[config.mk]
export PLATFORM = sky130hd
export DESIGN_NAME = handshake_tx
export DESIGN_NICKNAME = d
export VERILOG_FILES = /design/src/rtl/handshake_tx.sv
export SDC_FILE = /design/constraint.sdc
export NUM_CORES = 1
export LEC_CHECK = 0
export BUFFER_PORTS_ARGS = -buffer_cell sky130_fd_sc_hd__buf_2
export CORE_MARGIN = 2
export CORE_UTILIZATION = 35
export DETAILED_ROUTE_END_ITERATION = 16
export RECOVER_POWER = 100
export SLEW_MARGIN = 20
export SYNTH_ARGS = -nofsm -noshare
export SYNTH_HDL_FRONTEND = slang
export SYNTH_SLANG_ARGS = --single-unit
[constraint.sdc]
create_clock -name useClk -period 1.61 [get_ports useClk]
set_input_delay 0.322 -clock useClk [delete_from_list [all_inputs] [get_ports useClk]]
set_output_delay 0.322 -clock useClk [all_outputs]
set_load 0.02 [all_outputs]
[src/rtl/handshake_tx.sv]
// handshake_tx
// Builds and serialises one USB-style handshake packet: SYNC field, 8-bit PID
// (LSB first) and an EOP request. The output is pre-NRZI. Bits advance once
// per useClk cycle with checkData=1.
//
// Parameters
//   SYNC_LEN   SYNC field length in bit times (8 full speed .. 32 high speed)
//   EOP_BITS   EOP request duration in bit times (1..8)
//
// Ports
//   useClk      in   clock, all state changes on the rising edge
//   nReset      in   asynchronous active-low reset
//   checkData   in   bit-time enable
//   sendReq     in   request to send one handshake packet
//   pidSel      in   0=ACK 1=NAK 2=STALL 3=NYET, sampled with sendReq
//   abort       in   synchronous cancel of a packet in progress
//   ready       out  high in IDLE
//   txBit       out  serial bit, LSB first
//   OE_TX       out  line drive enable for the whole packet including EOP
//   callEop     out  EOP request to the line driver
//   done        out  one-clock pulse on normal completion
//   reqDropped  out  high in a cycle where sendReq cannot be accepted
module handshake_tx #(
  parameter int SYNC_LEN = 8,
  parameter int EOP_BITS = 3
) (
  input  logic       useClk,
  input  logic       nReset,
  input  logic       checkData,
  input  logic       sendReq,
  input  logic [1:0] pidSel,
  input  logic       abort,
  output logic       ready,
  output logic       txBit,
  output logic       OE_TX,
  output logic       callEop,
  output logic       done,
  output logic       reqDropped
);

  localparam int NUM_STATES = 4;
  localparam int STATE_W    = $clog2(NUM_STATES);

  // Largest value the bit counter ever holds: last SYNC index, last PID
  // index, or the EOP count, which runs one past the last EOP bit time.
  localparam int CNT_MAX_A = (SYNC_LEN - 1 > 7) ? SYNC_LEN - 1 : 7;
  localparam int CNT_MAX   = (CNT_MAX_A > EOP_BITS) ? CNT_MAX_A : EOP_BITS;
  localparam int CNT_W     = $clog2(CNT_MAX + 1);

  localparam logic [CNT_W-1:0] SYNC_LAST = CNT_W'(SYNC_LEN - 1);
  localparam logic [CNT_W-1:0] PID_LAST  = CNT_W'(7);
  localparam logic [CNT_W-1:0] EOP_LAST  = CNT_W'(EOP_BITS);

  typedef enum logic [STATE_W-1:0] {
    IDLE = 2'd0,
    SYNC = 2'd1,
    PID  = 2'd2,
    EOP  = 2'd3
  } state_e;

  state_e           state_q;
  logic [CNT_W-1:0] cnt_q;
  logic [7:0]       pid_q;
  logic             txBit_q;
  logic             oe_q;
  logic             callEop_q;
  logic             done_q;
  logic             ready_q;

  logic [7:0]       pidPattern;
  logic             canAccept;
  logic             accept;

  // PID byte with bit 0 sent first.
  always_comb begin
    pidPattern = 8'hD2;
    unique case (pidSel)
      2'd0: pidPattern = 8'hD2;
      2'd1: pidPattern = 8'h5A;
      2'd2: pidPattern = 8'h1E;
      2'd3: pidPattern = 8'h96;
      default: pidPattern = 8'hD2;
    endcase
  end

  // The done cycle is already IDLE, but a request there is refused so the
  // earliest new packet starts one clock after done.
  assign canAccept  = (state_q == IDLE) && !done_q;
  assign accept     = canAccept && sendReq && !abort;
  assign reqDropped = sendReq && !canAccept;

  always_ff @(posedge useClk or negedge nReset) begin
    if (!nReset) begin
      state_q   <= IDLE;
      cnt_q     <= '0;
      pid_q     <= '0;
      txBit_q   <= 1'b0;
      oe_q      <= 1'b0;
      callEop_q <= 1'b0;
      done_q    <= 1'b0;
      ready_q   <= 1'b1;
    end else begin
      done_q <= 1'b0;
      if (abort && (state_q != IDLE)) begin
        state_q   <= IDLE;
        cnt_q     <= '0;
        txBit_q   <= 1'b0;
        oe_q      <= 1'b0;
        callEop_q <= 1'b0;
        ready_q   <= 1'b1;
      end else begin
        unique case (state_q)
          IDLE: begin
            // Acceptance does not wait for a bit time.
            if (accept) begin
              pid_q   <= pidPattern;
              state_q <= SYNC;
              cnt_q   <= '0;
              ready_q <= 1'b0;
            end
          end
          SYNC: begin
            if (checkData) begin
              txBit_q <= (cnt_q == SYNC_LAST);
              oe_q    <= 1'b1;
              if (cnt_q == SYNC_LAST) begin
                state_q <= PID;
                cnt_q   <= '0;
              end else begin
                cnt_q <= cnt_q + 1'b1;
              end
            end
          end
          PID: begin
            if (checkData) begin
              txBit_q <= pid_q[cnt_q[2:0]];
              if (cnt_q == PID_LAST) begin
                state_q <= EOP;
                cnt_q   <= '0;
              end else begin
                cnt_q <= cnt_q + 1'b1;
              end
            end
          end
          EOP: begin
            // Counter values 0..EOP_BITS-1 drive the EOP request; the value
            // EOP_BITS is the closing bit time that releases the line.
            if (checkData) begin
              txBit_q <= 1'b0;
              if (cnt_q == EOP_LAST) begin
                state_q   <= IDLE;
                cnt_q     <= '0;
                oe_q      <= 1'b0;
                callEop_q <= 1'b0;
                done_q    <= 1'b1;
                ready_q   <= 1'b1;
              end else begin
                callEop_q <= 1'b1;
                cnt_q     <= cnt_q + 1'b1;
              end
            end
          end
          default: begin
            state_q <= IDLE;
            cnt_q   <= '0;
          end
        endcase
      end
    end
  end

  assign ready   = ready_q;
  assign txBit   = txBit_q;
  assign OE_TX   = oe_q;
  assign callEop = callEop_q;
  assign done    = done_q;

endmodule

==> metrics.md, run 1 <==
| Metric | Value |
|---|---|
| Die height | `between 50 and 60 µm` |
| Crit-path leading delay family | `flip-flops` |
| DRT iter0 DRCs | `25` |
| Register Area | `377 µm²` |
| Power Density | `1650 nW/µm²` |
| Initial core utilization | `36.8%` |
| Wire length per cell | `~14 µm` |
| CTS max path bufs | `2` |
| Synthesis-to-finish area growth | `32.5%` |
| Largest family of logic cells by synthesized area | `simple AND/OR/NAND/NOR gates` |
| # port buffers | `12` |
| Final Cell Area | `1330 µm²` |
| Clk_lat worst skew | `290 ps` |
| Compound-cell area share of the yosys netlist | `17.7%` |
| Final Power | `2.20 mW` |
| Final setup viols | `0` |
| VDD IR-drop max | `0.930 mV` |
| Critical-path maximum fanout | `7` |
| Share of layout cells above drive strength 1 | `36.3%` |
| Synth unique cells | `31` |
| Status | `finished, final reports clean` |
| Leakage power | `0.595 nW` |
| Cts bufs inserted | `3` |
| Detailed-route vias per instance | `5.23` |
| Vias | `868` |
| Cells after Synth | `106` |
| CP endpoint kind | `flop` |
| Avg Cell Area, Syn | `~9.5 µm²` |
| Simple-Gate Fraction of Synth Area | `20.3%` |
| IO Count | `13` |
| Reg-to-reg endpoint | `cnt_q[0]` |
| Placed cell area | `1200 µm²` |
| Max transition margin | `43.9%` |
| Max Cap Viol | `0` |
| Gr ovfl total | `0` |
| CP Buf/Inv Count | `1` |
| CP required | `around 1800 ps` |
| Routed wire length | `2400 µm` |
| DRC viols | `0` |
| Die width | `57.6 µm` |
| XOR/XNOR Fraction of Synth Area | `0%` |
| Largest net degree at the start of global routing | `16` |
| Final hold violations | `0` |
| Number of flops mapped to enable cells by yosys | `0` |
| Unrepaired setup endpoints after global routing | `yes` |
| GRT Resource Usage Total | `15.6%` |
| Root Buffer | `clkbuf_4` |
| Multiplexer area fraction after synthesis | `3.23%` |
| Global-route wire length before repair | `3990 µm` |
| Post-synthesis sequential area ratio | `37.4%` |
| Reg-to-reg critical path startpoint | `state_q[0]` |
| Die Footprint | `3320 µm²` |
| Fill cells | `251` |
| Slew Limit Fails | `0` |
| Clock skew | `5.58 ps` |
| Mapped Area | `between 1000 and 1500 µm²` |
| CTS tree | `built` |
| Htree depth | `1` |
| Drt pass-1 iters | `4` |
| Syn_nets | `126` |
| Sum of negative setup slack | `0 ps` |
| CP Data Arrival Time | `1770 ps` |
| Flops & latches, synth | `15` |
| R2R cell count | `6` |
| Std cell rows | `19` |
| Hold Crit Start | `pidSel[1]` |
| Ys async rst share | `100%` |
| Clk slew on worst S/H paths | `100 ps` |
| Ys Warns | `0` |
| Worst Tran Pin Value | `841 ps` |
| Hold Crit Depth | `4` |
| Antenna-violating nets left | `0` |
| Peak per-stage delay on the critical path | `430 ps` |
| Post-synthesis adder-cell area fraction | `16.2%` |
| Dominant synthesized flop cell | `dfrtp_1` |
| Initial antenna violation count | `0` |
| Min-Delay Path Class | `in2reg` |
| Final period utilization | `98.8%` |
| Critical path, cell by cell | `inv_2 -> ha_4 -> nand4bb_4 -> a2bb2oi_1 -> nor2_2 -> mux2_2` |
| CP max stage cell | `dfrtp_1` |
| GPL Wtd Cong | `0.789` |
| Clock Sinks | `15` |
| Area of the multi-input gates | `668 µm²` |
| Hold EP | `pid_q[2]` |
| Min Tclk post-route | `between 1500 and 2000 ps` |
| Antenna cells | `0` |
| Layout net count | `~160` |
| Placeable Area | `about 2700 µm²` |
| Number of global-route vias before repair | `between 800 and 900` |
| Worst R2R Setup Slack | `20 ps` |
| Startpoint types | `flop` |
| Max Fclk | `629 MHz` |
| Critical path class | `reg2reg` |
| HPWL after DPL | `1720 µm` |
-- layout by cell type (no fill, tap or decap), drive strengths merged, types with 3 or more instances in the layout --
cell type	count
nand2	13
o21ai	5
ha	13
clkbuf	7
nor3	4
nor2	9
a2bb2oi	3
nand3	3
dfrtp	14
a21oi	5
buf	23
inv	10
-- state kept, by name, indices dropped and copies added (netlist names) --
| register | flops |
|---|---|
| txBit | 1 |
| cnt_q | 3 |
| state_q | 2 |
| pid_q | 5 |
| ready | 1 |
| callEop | 1 |
| done | 1 |
| OE_TX | 1 |
-- layout make-up --
cell class / count / share of cell area (%)
multi-input cells: 78 / 50.1
flip-flops and latches: 15 / 28.3
repair buffers: 28 / 13.8
well taps: 31 / 2.91
inverters: 10 / 2.82
clock buffers: 3 / 1.69
clock inverters: 1 / 0.376
-- power by group --
| part | switching (mW) | internal [mW] | total [mW] |
|---|---|---|---|
| Combinational | 0.695 | 0.665 | 1.36 |
| Sequential | 0.0938 | 0.515 | 0.609 |
| Clock | 0.137 | 0.0925 | 0.229 |
-- repair_timing --
action                     in CTS  in global routing
setup buffers                   0                  1
hold buffers                    1                  0
setup endpoints to repair       6                  7
pin swaps                       2                  8
gates resized for setup         8                 14
hold endpoints to repair       14                  0
gates cloned                    0                  0
-- synthesized netlist by cell type (all sizes together) (2+ instances only) --
cell	number	area, µm²
dfrtp	14	350
ha	13	163
nand2	13	48.8
inv	10	37.5
nor2	9	33.8
a21oi	5	25.0
o21ai	5	25.0
nor3	4	20.0
a2bb2oi	3	26.3
buf	3	15.0
nand3	3	15.0
a211oi	2	15.0
mux2	2	22.5
o21a	2	15.0
o22ai	2	12.5
or3b	2	17.5
-- kinds of logic after synthesis --
family	Yosys count
fa+ha+maj	13
flops	15
compound gates	25
mux	3
buf+inv	13
simple gates	37
-- worst max-delay path by stage --
| stage | endpoint | cells past startpoint | startpoint |
|---|---|---|---|
| floorplan | cnt_q[0] | 6 | state_q[0] |
| global placement | state_q[1] | 6 | cnt_q[0] |
| CTS | reqDropped | 4 | state_q[0] |
| global route | cnt_q[1] | 7 | state_q[1] |
| finish | cnt_q[0] | 6 | state_q[0] |
| detailed placement | state_q[1] | 6 | state_q[0] |
-- layer usage --
metal	track usage [%]	vias to the layer above	routed length, µm
met3	2.01	6	80
met1	21.7	413	1160
met5	0	-	0
met4	7.97	0	48
met2	23.7	22	1110
li1	-	427	-
-- through the flow --
step | setup slack (ps) | util (%) | hold slack (ps) | instances
6_report | 19.1 | 48.7 | 419 | 166
2_1_floorplan | 25.0 | - | 26.4 | 106
3_5_place_dp | -11.2 | 43.9 | 261 | 160
4_1_cts | 3.14 | 46.0 | 410 | 165
5_1_grt | -45.0 | 48.7 | 461 | 166
3_3_place_gp | 6.18 | 43.9 | 249 | 160
-- worst min-delay path, stage by stage --
cell and delay (ps):
buf_2 100, ha_1 130, o21ai_0 70, nand2_1 60
No activity file was read; power rests on OpenSTA's default activity.
==> inputs of run 2 (changes only) <==
==> constraint.sdc (replaced) <==
create_clock -name useClk -period 1.7 [get_ports useClk]
set_input_delay 0.34 -clock useClk [delete_from_list [all_inputs] [get_ports useClk]]
set_output_delay 0.34 -clock useClk [all_outputs]
set_load 0.02 [all_outputs]
==> run 2 against run 1 <==
Compared with the run above:
- routed wire length shrank 4.3%
- worst setup slack improved by 47 ps
- design area fell by 5.1%
- final cell count shrank 1.2%
- die area is the same
- critical path depth fell by 1
- clock skew shrank 1.7 ps
- hold slack better by 19 ps
- sequential power shrank 5.9%
- flip-flop and latch count unchanged
- sequential share of layout area up 1.5 points
==> metrics.md, run 2 (synthesis results as in run 1) <==
| Metric | Value |
|---|---|
| Status | `finished, final reports clean` |
| Hold_ws | `438 ps` |
| VDD IR-drop max | `around 0.94 mV` |
| Die width | `57.6 µm` |
| Initial core utilization | `between 30% and 40%` |
| # port buffers | `12` |
| Min Tclk post-route | `between 1500 and 2000 ps` |
| Largest regs | `pid_q: 5 flops, cnt_q: 3 flops, state_q: 2 flops` |
| Vias | `855` |
| Placeable Area | `2730 µm²` |
| Slew Limit Fails | `0` |
| Layout net count | `154` |
| Max Fclk | `612 MHz` |
| CP max stage cell | `dfrtp_1` |
| Initial antenna violation count | `0` |
| Share of layout cells above drive strength 1 | `30.8%` |
| Finished Layout Cells | `between 150 and 200` |
| HPWL after DPL | `1680 µm` |
| Largest register FFs | `5` |
| Final period utilization | `96.1%` |
| Most flops, register | `pid_q` |
| Worst Tran Pin Value | `about 860 ps` |
| Max Cap Viol | `0` |
| Wire length per cell | `around 14 µm` |
| Clk_lat worst skew | `280 ps` |
| Dpl cells | `155` |
| DRT iter0 DRCs | `19` |
| Number of global-route vias before repair | `820` |
| Final hold violations | `0` |
| Power Density | `1560 nW/µm²` |
| CP endpoint kind | `flop` |
| Std cell rows | `19` |
| Gr ovfl total | `0` |
| Detailed-route vias per instance | `5.21` |
| Peak per-stage delay on the critical path | `440 ps` |
| Drt pass-1 iters | `4` |
| Clock skew | `around 3.9 ps` |
| CP Data Arrival Time | `1840 ps` |
| PnR worst setup slack | `65.9 ps` |
| Startpoint types | `flop` |
| Die Footprint | `3320 µm²` |
| DRC viols | `0` |
| Final setup viols | `0` |
| CP required | `about 1900 ps` |
| Min-Delay Path Class | `in2reg` |
| Clock Sinks | `15` |
| Htree depth | `1` |
| Routed wire length | `2300 µm` |
| Critical path class | `reg2reg` |
| Antenna-violating nets left | `0` |
| Largest net degree at the start of global routing | `16` |
| Synthesis-to-finish area growth | `25.7%` |
| Max transition margin | `43.0%` |
| Pre-CTS setup slack | `-6.06 ps` |
| IO Count | `13` |
| Root Buffer | `clkbuf_4` |
| Critical path, cell by cell | `ha_1 -> buf_4 -> a221oi_4 -> nor2_1 -> a211oi_2` |
| Global-route wire length before repair | `3850 µm` |
| Clk slew on worst S/H paths | `~100 ps` |
| CTS max path bufs | `2` |
| Critical-path maximum fanout | `6` |
| Cts bufs inserted | `3` |
| GPL Wtd Cong | `0.834` |
| Most frequent cells in the layout | `dfrtp_1 (14), buf_4 (14), nand2_1 (12), ha_1 (9)` |
| Die height | `57.6 µm` |
| Leakage power | `roughly 0.57 nW` |
| GRT Resource Usage Total | `between 10% and 20%` |
| CTS tree | `built` |
| Antenna cells | `0` |
-- run 2: area by class of cell --
| cell class | count | area, µm² |
|---|---|---|
| fillers | 260 | 1470 |
| multi-input cells | 78 | 622 |
| flip-flops and latches | 15 | 377 |
| repair buffers | 26 | 164 |
| well taps | 31 | 38.8 |
| inverters | 10 | 37.5 |
| clock buffers | 4 | 26.3 |
-- run 2: stage by stage --
| stage | cell area (µm²) | util [%] | power [mW] | TNS [ps] |
|---|---|---|---|---|
| 2_1_floorplan | 1010 | - | 1.27 | 0 |
| 3_3_place_gp | 1160 | 42.4 | 1.54 | 0 |
| 3_5_place_dp | 1160 | 42.4 | 1.57 | -6.06 |
| 4_1_cts | 1210 | 44.4 | 1.84 | 0 |
| 5_1_grt | 1260 | 46.3 | 2.12 | -10.8 |
| 6_report | 1260 | 46.3 | 1.97 | 0 |
-- run 2: path summary, 6_finish.rpt --
path	start	end	slack, ps	depth (start not counted)
setup / recovery	state_q[0]	state_q[1]	70	5
hold / removal	pidSel[1]	pid_q[2]	440	4
setup reg to reg	state_q[0]	state_q[1]	70	5
hold reg to reg	pid_q[6]	pid_q[6]	470	2
max in group asynchronous	nReset	pid_q[4]	500	2
min in group asynchronous	nReset	txBit	670	2
-- run 2: worst max-delay path: cells and delay by family, from the launching register on --
family | cells | cell delay (ps)
compound gates | 2 | 540
buf+inv | 1 | 190
simple gates | 1 | 80
flops | 1 | 440
fa+ha+maj | 1 | 300
-- run 2: timing repair --
item | 4_1_cts | 5_1_grt
hold buffers | 1 | 0
endpoints found under the setup margin | 4 | 5
pin swaps | 0 | 2
setup buffers | 1 | 3
hold endpoints to repair | 14 | 0
resized for setup | 2 | 11
-- run 2: routing by layer --
metal	up-vias	track usage, %	part of all wire [%]
li1	427	-	-
met1	404	22.0	48
met2	22	23.4	47
met3	2	2.01	4.3
met4	0	4.98	0.96
met5	-	0	0
-- run 2: report_power, final --
part / internal, mW / switching, mW / leakage, nW
Combinational: 0.568 / 0.616 / 0.367
Clock: 0.0910 / 0.121 / 0.0150
Sequential: 0.488 / 0.0847 / 0.187
Total: 1.15 / 0.822 / 0.569
==> inputs of run 3 (changes only) <==
--- a/config.mk
+++ b/config.mk
@@ -7,7 +7,7 @@
 export LEC_CHECK = 0
 export BUFFER_PORTS_ARGS = -buffer_cell sky130_fd_sc_hd__buf_2
 export CORE_MARGIN = 2
-export CORE_UTILIZATION = 35
+export CORE_UTILIZATION = 29
 export DETAILED_ROUTE_END_ITERATION = 16
 export RECOVER_POWER = 100
 export SLEW_MARGIN = 20
==> run 3 against run 2 <==
Compared with the run above:
- clock power is essentially flat
- critical endpoint is now reqDropped
- flip-flop and latch count unchanged
- worst setup slack gained 12 ps
- die area increased by 19%
- via count is 1.1% higher
- largest cell class unchanged
- count of clock-buffer cells in the layout unchanged
- register-to-register slack about the same
- core utilization is 7.9 points lower
- critical path type is now reg2out
- global-route usage down 2.9 points
- first-iteration DRC count did not move
- maximum frequency up 0.75%
- non-clock buffer count unchanged
==> metrics.md, run 3 (synthesis results as in run 1) <==
| Metric | Value |
|---|---|
| Gr ovfl total | `0` |
| GRT Resource Usage Total | `between 10% and 20%` |
| Final hold violations | `0` |
| Placeable Area | `around 3300 µm²` |
| Largest net degree at the start of global routing | `16` |
| Drt pass-1 iters | `4` |
| Antenna cells | `0` |
| Peak per-stage delay on the critical path | `420 ps` |
| Crit-path leading delay family | `flip-flops` |
| Dpl cells | `171` |
| Detailed-route vias per instance | `4.83` |
| Final period utilization | `a little over nine tenths` |
| Std cell rows | `21` |
| DRT iter0 DRCs | `19` |
| Final setup viols | `0` |
| Min Tclk post-route | `1620 ps` |
| Unrepaired setup endpoints after global routing | `no` |
| Htree depth | `1` |
| Layout net count | `154` |
| CP required | `approximately 1400 ps` |
| Clock skew | `~15 ps` |
| Min-Delay Path Class | `in2reg` |
| Initial core utilization | `30.1%` |
| Global-route wire length before repair | `3840 µm` |
| VDD IR-drop max | `0.556 mV` |
| HPWL after DPL | `between 1500 and 2000 µm` |
| Final Power | `about 2.0 mW` |
| CP max stage cell | `dfrtp_1` |
| Most flops, register | `pid_q` |
| Root Buffer | `clkbuf_4` |
| GPL Wtd Cong | `0.810` |
| Critical path class | `reg2out` |
| CTS tree | `built` |
| # port buffers | `12` |
| Clk slew on worst S/H paths | `100 ps` |
| DRC viols | `0` |
| Initial antenna violation count | `0` |
| CTS max path bufs | `2` |
| Leakage power | `0.564 nW` |
| Hold_ws | `458 ps` |
| IO Count | `13` |
| CP endpoint kind | `primary output` |
| Power Density | `around 1500 nW/µm²` |
| Max Fclk | `617 MHz` |
| Cts bufs inserted | `3` |
| Sum of negative setup slack | `0 ps` |
| Commonest non-fill, non-tap cell in the layout | `dfrtp_1` |
| Critical path, cell by cell | `inv_2 -> ha_4 -> a21boi_1 -> buf_4` |
| Startpoint types | `flop` |
| Routed wire length | `2230 µm` |
| Max Cap Viol | `0` |
| Antenna-violating nets left | `0` |
| Clock Sinks | `15` |
| Die height | `62.9 µm` |
| Finished Layout Cells | `179` |
| Vias | `864` |
| Max transition margin | `a little over two fifths` |
| Synthesis-to-finish area growth | `27.2%` |
| Status | `finished, final reports clean` |
| Clk_lat worst skew | `280 ps` |
| Die width | `roughly 63 µm` |
| CP Buf/Inv Count | `2` |
| Largest regs | `pid_q: 5 flops, cnt_q: 3 flops, state_q: 2 flops` |
| Largest register FFs | `5` |
| Die Footprint | `roughly 4000 µm²` |
| Most frequent cells in the layout | `dfrtp_1 (14), nand2_1 (12), buf_4 (12), ha_1 (9), clkbuf_1 (9)` |
| Share of layout cells above drive strength 1 | `28.6%` |
| Number of global-route vias before repair | `852` |
| Slew Limit Fails | `0` |
| CP Data Arrival Time | `1280 ps` |
| Critical-path maximum fanout | `8` |
| Wire length per cell | `12.5 µm` |
| Worst Tran Pin Value | `862 ps` |
## run 3: per-stage QoR
step | setup WS, ps | util, % | cell area [µm²]
floorplan | 60.9 | - | 1010
global placement | 43.5 | 35.5 | 1190
detailed placement | -41.1 | 35.5 | 1190
CTS | 19.8 | 37.2 | 1240
global route | 3.89 | 38.4 | 1280
finish | 78.0 | 38.4 | 1280
## run 3: worst min-delay path, cell delays in order
cell	delay (ps)
buf_2	100
ha_1	140
o21ai_0	60
nand2_1	60
## run 3: final cells by class
class | instances | area [µm²]
Multi-Input combinational cell | 78 | 627
Tap cell | 46 | 57.6
Clock buffer | 4 | 26.3
Sequential cell | 15 | 377
Inverter | 10 | 37.5
Fill cell | 345 | 2060
Timing Repair Buffer | 26 | 155
## run 3: path summary, 6_finish.rpt
check | start | depth (start not counted) | slack (ps) | end
setup / recovery | state_q[0] | 4 | 80 | reqDropped
hold / removal | pidSel[0] | 4 | 460 | pid_q[6]
setup reg to reg | state_q[0] | 5 | 80 | state_q[1]
hold reg to reg | pid_q[6] | 2 | 470 | pid_q[6]
max in group asynchronous | nReset | 2 | 490 | cnt_q[2]
min in group asynchronous | nReset | 2 | 670 | callEop
## run 3: timing repair
action	CTS	global route
endpoints found under the hold margin	14	0
gates cloned	0	0
endpoints found under the setup margin	4	5
pin swaps	0	1
gates resized for setup	3	11
setup buffers	1	2
hold buffers	1	0
## run 3: metal layers
| layer | up-vias | part of all wire [%] | global-route usage (%) |
|---|---|---|---|
| met2 | 16 | 48 | 19.9 |
| met5 | - | 0 | 0 |
| met4 | 0 | 0.94 | 4.17 |
| met1 | 420 | 47 | 16.7 |
| li1 | 426 | - | - |
| met3 | 2 | 3.7 | 1.62 |
## run 3: where the power goes
| group | internal (mW) | switching (mW) |
|---|---|---|
| clock | 0.0909 | 0.119 |
| sequential | 0.488 | 0.0802 |
| combinational | 0.561 | 0.612 |
| total | 1.14 | 0.811 |
